### config.mk
export PLATFORM = sky130hd
export DESIGN_NAME = mux16_scan_ctrl
export DESIGN_NICKNAME = d
export VERILOG_FILES = /design/src/rtl/mux16_pkg.sv /design/src/rtl/mux16_sel_counter.sv /design/src/rtl/mux16_scan_ctrl.sv
export SDC_FILE = /design/constraint.sdc
export NUM_CORES = 1
export LEC_CHECK = 0
export ABC_AREA = 1
export ABC_CLOCK_PERIOD_IN_PS = 1900
export CAP_MARGIN = 0
export CORE_ASPECT_RATIO = 1.4
export CORE_MARGIN = 3
export CORE_UTILIZATION = 55
export CTS_BUF_LIST = sky130_fd_sc_hd__clkbuf_4
export DETAILED_ROUTE_END_ITERATION = 12
export HOLD_SLACK_MARGIN = 0.08
export PLACE_DENSITY_LB_ADDON = 0.05
export SLEW_MARGIN = 20
export SYNTH_ARGS = -nofsm -noshare
export SYNTH_HDL_FRONTEND = slang
export SYNTH_HIERARCHICAL = 1
export SYNTH_SLANG_ARGS = --single-unit
### constraint.sdc
create_clock -name clk -period 1.9 [get_ports clk]
set_input_delay 0.38 -clock clk [delete_from_list [all_inputs] [get_ports clk]]
set_output_delay 0.38 -clock clk [all_outputs]
set_load 0.03 [all_outputs]
### src/rtl/mux16_pkg.sv
// Shared types and constants for the 16:1 mux scan sequencer.
package mux16_pkg;

    localparam int unsigned MUX_N = 16;
    localparam int unsigned SEL_W = 4;

    localparam logic [SEL_W-1:0] SEL_ZERO = 4'h0;
    localparam logic [SEL_W-1:0] SEL_ONE  = 4'h1;
    localparam logic [SEL_W-1:0] SEL_MAX  = 4'hF;

    typedef enum logic [1:0] {
        ST_IDLE = 2'd0,
        ST_SCAN = 2'd1,
        ST_DONE = 2'd2
    } state_t;

    // Index the scan begins at for the given direction.
    function automatic logic [SEL_W-1:0] first_sel(input logic dir);
        if (dir) begin
            return SEL_MAX;
        end else begin
            return SEL_ZERO;
        end
    endfunction

    // Index the scan ends at for the given direction.
    function automatic logic [SEL_W-1:0] last_sel(input logic dir);
        if (dir) begin
            return SEL_ZERO;
        end else begin
            return SEL_MAX;
        end
    endfunction

endpackage

### src/rtl/mux16_sel_counter.sv
// Up/down select counter: loads the first scan index, steps toward the last one.
module mux16_sel_counter
    import mux16_pkg::*;
#(
    parameter bit DIR = 1'b0
) (
    input  logic             clk,
    input  logic             rst_n,
    input  logic             load,
    input  logic             en,
    output logic [SEL_W-1:0] sel,
    output logic             at_last
);

    logic [SEL_W-1:0] sel_r;

    // Select register; load has priority so a scan can always restart cleanly.
    always_ff @(posedge clk or negedge rst_n) begin
        if (!rst_n) begin
            sel_r <= SEL_ZERO;
        end else if (load) begin
            sel_r <= first_sel(DIR);
        end else if (en) begin
            if (DIR) begin
                sel_r <= sel_r - SEL_ONE;
            end else begin
                sel_r <= sel_r + SEL_ONE;
            end
        end else begin
            sel_r <= sel_r;
        end
    end

    assign sel     = sel_r;
    assign at_last = (sel_r == last_sel(DIR));

endmodule

### src/rtl/mux16_scan_ctrl.sv
// Walks a 16:1 mux select through all positions and reassembles the
// serial mux output into a 16-bit word with a one-cycle done pulse.
module mux16_scan_ctrl
    import mux16_pkg::*;
#(
    parameter bit DIR = 1'b0
) (
    input  logic             clk,
    input  logic             rst_n,
    input  logic             start,
    input  logic             abort,
    input  logic             mux_o,
    output logic [SEL_W-1:0] sel,
    output logic             busy,
    output logic             done,
    output logic [MUX_N-1:0] data_out
);

    state_t           state_r;
    state_t           state_nxt_s;
    logic             busy_r;
    logic             busy_nxt_s;
    logic             done_r;
    logic             done_nxt_s;
    logic [MUX_N-1:0] data_r;
    logic [MUX_N-1:0] data_nxt_s;
    logic [MUX_N-1:0] shadow_r;
    logic [MUX_N-1:0] shadow_nxt_s;
    logic             cnt_load_s;
    logic             cnt_en_s;
    logic [SEL_W-1:0] sel_s;
    logic             at_last_s;

    mux16_sel_counter #(
        .DIR (DIR)
    ) u_sel_counter (
        .clk     (clk),
        .rst_n   (rst_n),
        .load    (cnt_load_s),
        .en      (cnt_en_s),
        .sel     (sel_s),
        .at_last (at_last_s)
    );

    // State, flags, shadow and captured word registers.
    always_ff @(posedge clk or negedge rst_n) begin
        if (!rst_n) begin
            state_r  <= ST_IDLE;
            busy_r   <= 1'b0;
            done_r   <= 1'b0;
            data_r   <= 16'h0000;
            shadow_r <= 16'h0000;
        end else begin
            state_r  <= state_nxt_s;
            busy_r   <= busy_nxt_s;
            done_r   <= done_nxt_s;
            data_r   <= data_nxt_s;
            shadow_r <= shadow_nxt_s;
        end
    end

    // Next-state and next-output logic. mux_o feeds the shadow/data D inputs
    // directly so the last bit lands in data_out on the same edge it is sampled.
    always_comb begin
        state_nxt_s  = state_r;
        busy_nxt_s   = busy_r;
        done_nxt_s   = 1'b0;
        data_nxt_s   = data_r;
        shadow_nxt_s = shadow_r;
        cnt_load_s   = 1'b0;
        cnt_en_s     = 1'b0;
        case (state_r)
            ST_IDLE: begin
                cnt_load_s = 1'b1;
                if (start) begin
                    state_nxt_s = ST_SCAN;
                    busy_nxt_s  = 1'b1;
                end else begin
                    state_nxt_s = ST_IDLE;
                    busy_nxt_s  = 1'b0;
                end
            end
            ST_SCAN: begin
                if (abort) begin
                    state_nxt_s = ST_IDLE;
                    busy_nxt_s  = 1'b0;
                    cnt_load_s  = 1'b1;
                end else begin
                    shadow_nxt_s[sel_s] = mux_o;
                    if (at_last_s) begin
                        data_nxt_s  = shadow_nxt_s;
                        done_nxt_s  = 1'b1;
                        busy_nxt_s  = 1'b0;
                        state_nxt_s = ST_DONE;
                        cnt_load_s  = 1'b1;
                    end else begin
                        cnt_en_s = 1'b1;
                    end
                end
            end
            ST_DONE: begin
                state_nxt_s = ST_IDLE;
                cnt_load_s  = 1'b1;
            end
            default: begin
                state_nxt_s = ST_IDLE;
                busy_nxt_s  = 1'b0;
                cnt_load_s  = 1'b1;
            end
        endcase
    end

    assign sel      = sel_s;
    assign busy     = busy_r;
    assign done     = done_r;
    assign data_out = data_r;

endmodule

# [After elaboration in Yosys (flattened, before gate mapping)]
# Cells that the tools add are included.
[classes] shift=0 mux=21 n_addsub=1 bitwise_logic=2 div_mod_pow=0 eq_ne=4 n_mul=0 n_reduce_logical=6 order_cmp=2
[ops] operator="bitwise mux 16 bit" count=1
[ops] operator="2-to-1 mux 1 bit" count=13
[ops] operator="2-to-1 mux 4 bit" count=2
[ops] operator="< comparator 4 x 5 -> 1 bit (second input constant)" count=1
[ops] operator="adder 4 x 1 -> 4 bit (second input constant)" count=1
[ops] operator="demux 1 bit (select 4 bit)" count=1
[ops] operator="equality test 4 bit (second input constant)" count=1
[ops] operator=">= comparator 4 x 1 -> 1 bit (second input constant)" count=1
[ops] operator="2-to-1 mux 2 bit" count=2
[ops] operator="case mux 2 bit (2 select lines)" count=1
[ops] operator="AND reduction 2 bit" count=2
[ops] operator="!= test 3 bit (second input constant)" count=1
[ops] operator="case mux 1 bit (3 select lines)" count=1
[ops] operator="AND reduction 3 bit" count=1
[ops] operator="equality test 2 x 1 -> 1 bit (second input constant)" count=1
[ops] operator="equality test 2 bit (second input constant)" count=1
[ops] operator="zero test 2 bit" count=1
[ops] operator="inverter 1 bit" count=2
[ops] operator="nonzero test 2 bit" count=1
[ops] operator="logical AND 1 bit" count=1
[word_totals] ram_bits=0 elab_cells=42 latchBits=0 in_bits=5 romBits=0 out_inout_bits=22 reg_bits=40 mem_count=0

# [Logic depth before layout (Yosys ltp)]
[logic_depth] word_depth=6 depth_mapped=11 mapped_depth_nobuf=11

# [Hierarchy]
# Netlist, hierarchy kept.
[modules_own_cells] module="mux16_scan_ctrl" cells_per_inst=232 seq_area_each_um2=900.9 area_per_inst_um2=1813.0 n_inst=1
[modules_own_cells] module="mux16_sel_counter" cells_per_inst=26 seq_area_each_um2=100.1 area_per_inst_um2=211.5 n_inst=1

# [Worst setup path before layout]
# OpenSTA, ideal clock, no wires.
[synth_path] path_type="register to register" from="register u_sel_counter.sel_r[1] (netlist: u_sel_counter/sel[1])" to="register u_sel_counter.sel_r[3] (netlist: u_sel_counter/sel[3])" setup_time_ps=121 synth_period_minus_slack_ps=1911 arrival_ps=1790 slack_ps=-11 required_ps=1779 n_path_buf=0 stages_incl_launch_ff=11 path_cell_list="dfrtp_1 ha_1 nand2_1 nor2_1 nor2_1 nand3_1 inv_1 nor2_2 nor2_4 a21oi_1 nor2_1"
[synth_between] elab_chain_len=5 elab_cells_between_ends=11 classes_between="add/sub (1); eq/ne (1); mux (8); reduce/logical (1)"
[synth_lines] item="start, declared" line_no="mux16_sel_counter.sv:15" text="logic [SEL_W-1:0] sel_r;"
[synth_lines] item="start signal, assigned" line_no="mux16_sel_counter.sv:22" text="sel_r <= first_sel(DIR);"
[synth_lines] item="start signal, assigned" line_no="mux16_sel_counter.sv:25" text="sel_r <= sel_r - SEL_ONE;"
[synth_lines] item="start signal, assigned" line_no="mux16_sel_counter.sv:27" text="sel_r <= sel_r + SEL_ONE;"
[synth_lines] item="equality test 4 bit (*)" line_no="mux16_sel_counter.sv:35" text="assign at_last = (sel_r == last_sel(DIR));"
[synth_lines] item="via at_last_s" line_no="mux16_scan_ctrl.sv:32" text="logic at_last_s;"
[synth_lines] item="2-to-1 mux 1 bit (*)" line_no="mux16_scan_ctrl.sv:90" text="if (at_last_s) begin"
[synth_lines] item="2-to-1 mux 1 bit (*)" line_no="mux16_scan_ctrl.sv:84" text="if (abort) begin"
[synth_lines] item="2-to-1 mux 1 bit (*)" line_no="mux16_scan_ctrl.sv:72" text="case (state_r)"
[synth_lines] item="via cnt_load_s" line_no="mux16_scan_ctrl.sv:29" text="logic cnt_load_s;"
[synth_lines] item="2-to-1 mux 4 bit / nonzero test 2 bit (equally long branches)"
# The timed path passes the listed nets; every way through them passes the cells marked *. The select of a mux whose other input is x is not followed.
# A chain may end at the register's enable or synchronous reset.

# [Worst setup path in the final report]
[layout_path] from="register u_sel_counter.sel_r[2] (netlist: u_sel_counter/sel[2])" to="output sel[2]"
[layout_rtl] item="end, declared" line_no="mux16_scan_ctrl.sv:13" text="output logic [SEL_W-1:0] sel,"
# No word-level cell between the ends.

==> flow_summary_export.csv <==
group,metric,value,unit
worst_setup_path,path_max_fanout,5,
worst_setup_path,cp-end-kind,"output pin",
global_routing,grt_pass1_wl,7.53,mm
timing,setup_ws,0.0673,ns
cells_and_area,insertedDiodeCount,0,
clock_network,cts_setup_buffers,0,
global_routing,antenna_found_initial,0,
floorplanning,ios,27,
power,leakage,1.31,nW
timing,fmax,546,MHz
worst_setup_path,r2r_start,"u_sel_counter/sel[1]$_DFFE_PN0P_",
worst_setup_path,startpoint_type,"flip-flop",
floorplanning,die-area,4460,um2
run_status,outcome,"complete, no violations",
placement,hpwl,2.99,mm
placement,pre_cts_ws,0.134,ns
routing,via_per_inst,5.13,
power,powerDensity,700,nW/um2
global_routing,grt_util_all_layers,0.214,
timing,finalCritPeriodShare,0.965,
floorplanning,core-area,3440,um2
global_routing,grt_max_degree,31,
clock_network,clock_latency,0.34,ns
global_routing,first_global_vias,1745,
worst_setup_path,crit_family,"buffers and inverters",
floorplanning,fp-row-count,25,
yosys,synth_cells,258,
worst_setup_path,critPathKind,"reg -> out",
worst_setup_path,arrival,1.45,ns
yosys,synth_nets,264,
floorplanning,die-width,57.3,um
cells_and_area,stdcell_count,336,
timing,maxSlewViolCount,0,
yosys,synth-async-reset-ratio,1.00,
worst_setup_path,path_cells,"clkdlybuf4s50_1",
placement,dp.cells,329,
cells_and_area,fill_cells,288,
worst_setup_path,critPathBufInv,1,
worst_setup_path,path_depth,1,
clock_network,cts_tree,"built",
timing,finalSetupTns,0,ns
clock_network,cts-root-buf,"clkbuf_4",
timing,relSlewSlack,0.750,
power,ir_drop,0.000499,V
yosys,synth_area,2020,um2
yosys,ys.flop_type,"dfrtp_1",
yosys,yosys-top-cells-area,"dfrtp_1 49%, nand2_1 19%, nand3_1 13%",
routing,dr_total_vias,1725,
cells_and_area,nets,303,
floorplanning,initial_utilization,0.588,
routing,drcViolationCount,0,
clock_network,clkTransAtPathRegs,0.10,ns
cells_and_area,drive_above_1_share,0.122,
yosys,synth_edf_count,0,
yosys,synth.largest_area_cell,"dfrtp_1",
routing,firstDrtPassIters,5,
routing,wl,4.09,mm
yosys,yosys_warnings,6,
cells_and_area,area_delta_synth_final,19.2,%
worst_setup_path,slowest_delay,0.70,ns
yosys,synth_common_cells,"105 x nand2_1, 51 x nand3_1, 40 x dfrtp_1, 25 x inv_1, 6 x nor2_1",
routing,drt-initial-drc-count,52,
placement,place_congestion,0.737,
clock_network,clock_sink_count,40,
timing,rsz0062_at_grt,"no",
routing,drtAntennaViolNets,0,
worst_setup_path,cp.required,1.52,ns
global_routing,grt_overflow,0,
yosys,yosys.cell_types.count,21,
worst_setup_path,slowest_stage,"clkdlybuf4s50_1",
worst_setup_path,startpoint,"u_sel_counter/sel[2]$_DFFE_PN0P_",
hold_path,hp-class,"reg -> reg",
clock_network,clockBufferDepth,2,
yosys,avgSynthCellArea,7.85,um2
yosys,synth-seq-area-share,0.494,
timing,worst_pin_slew,0.375,ns
placement,numPortBuffers,26,
hold_path,hold_depth,2,
clock_network,htree_num_levels,2,
clock_network,cts_buffers,5,
timing,hold_violations,0,
timing,min_period,1.83,ns
worst_setup_path,reg2reg_depth,11,
run,max_cap_viol_count,0,
yosys,yosysMostFrequentCell,"nand2_1",
timing,fin_skew,0.0121,ns
timing,setup_viol_count_final,0,
yosys,synth_top_area_share,0.494,
floorplanning,die_h,77.8,um
yosys,synth_seq_cells,40,
hold_path,hp-start,"busy$_DFFE_PN0P_",
routing,wl_per_cell,12.2,um
cells in the final DEF, fill, tap and decap left out:
master           count
clkbuf_4             6
clkdlybuf4s50_1     23
buf_4               10
dlygate4sd2_1        2
nor2_1               6
dfrtp_2              1
nand2_2              1
buf_2                1
nor2_2               3
o21bai_1             1
inv_2                5
o21ai_0              1
inv_1               25
dlygate4sd3_1        1
nand2_4              1
nor2_4               5
a211oi_1             1
inv_6                1
a21oi_1              3
ha_1                 1
nand2_1            105
dfrtp_1             39
nor2_8               2
nand3_1             51
clkinv_1             1
logic make-up after synthesis:
kind of cell | synth area share
simple gates | 0.397
flops | 0.494
buf+inv | 0.0847
compound gates | 0.0173
fa+ha+maj | 0.00618
power by group:
| part | internal (W) | switching, W |
|---|---|---|
| Clock | 0.000146 | 0.000254 |
| Sequential | 0.000899 | 0.0000305 |
| Combinational | 0.000114 | 0.000245 |
through the flow:
stage | total power, W | cell area [um2] | hold slack (ns) | utilization
2_1_floorplan | 0.00119 | 2030 | 0.0844 | -
6_report | 0.00169 | 2410 | 0.474 | 0.701
4_1_cts | 0.00170 | 2410 | 0.483 | 0.701
3_3_place_gp | 0.00130 | 2360 | 0.412 | 0.686
3_5_place_dp | 0.00131 | 2360 | 0.415 | 0.686
5_1_grt | 0.00178 | 2410 | 0.513 | 0.701
path summary, 6_finish.rpt:
kind | to | slack, ns
max | sel[2] | 0.07
min | busy$_DFFE_PN0P_ | 0.47
max reg2reg | u_sel_counter/sel[3]$_DFFE_PN0P_ | 0.25
min reg2reg | busy$_DFFE_PN0P_ | 0.47
max in group asynchronous | data_out[4]$_DFFE_PN0P_ | 0.83
min in group asynchronous | data_out[11]$_DFFE_PN0P_ | 0.57
flip-flops by register name (all words and copies together), names as in the netlist:
name and count:
u_sel_counter/sel 4, busy 1, state_r 2, shadow_r 16
data_out 16, done 1
repair_timing:
item | 4_1_cts | 5_1_grt
hold buffers | 1 | 0
endpoints found under the setup margin | 2 | 0
hold endpoints to repair | 29 | 0
gates resized for setup | 2 | 0
layout make-up:
type	count	area [um2]	share of cell area
Inverter	32	125	0.0519
Timing Repair Buffer	37	338	0.140
Tap cell	40	50.0	0.0207
Multi-Input combinational cell	181	852	0.353
Clock buffer	6	45.0	0.0187
Sequential cell	40	1000	0.415
per-layer routing:
metal  track usage  vias to the layer above  wire length, um
li1              -                      880                -
met1         0.255                      798             1790
met2         0.382                       43             2050
met3        0.0416                        4              207
met4        0.0626                        0               45
met5             0                        -                0
Power figures use the tool's default switching activity.
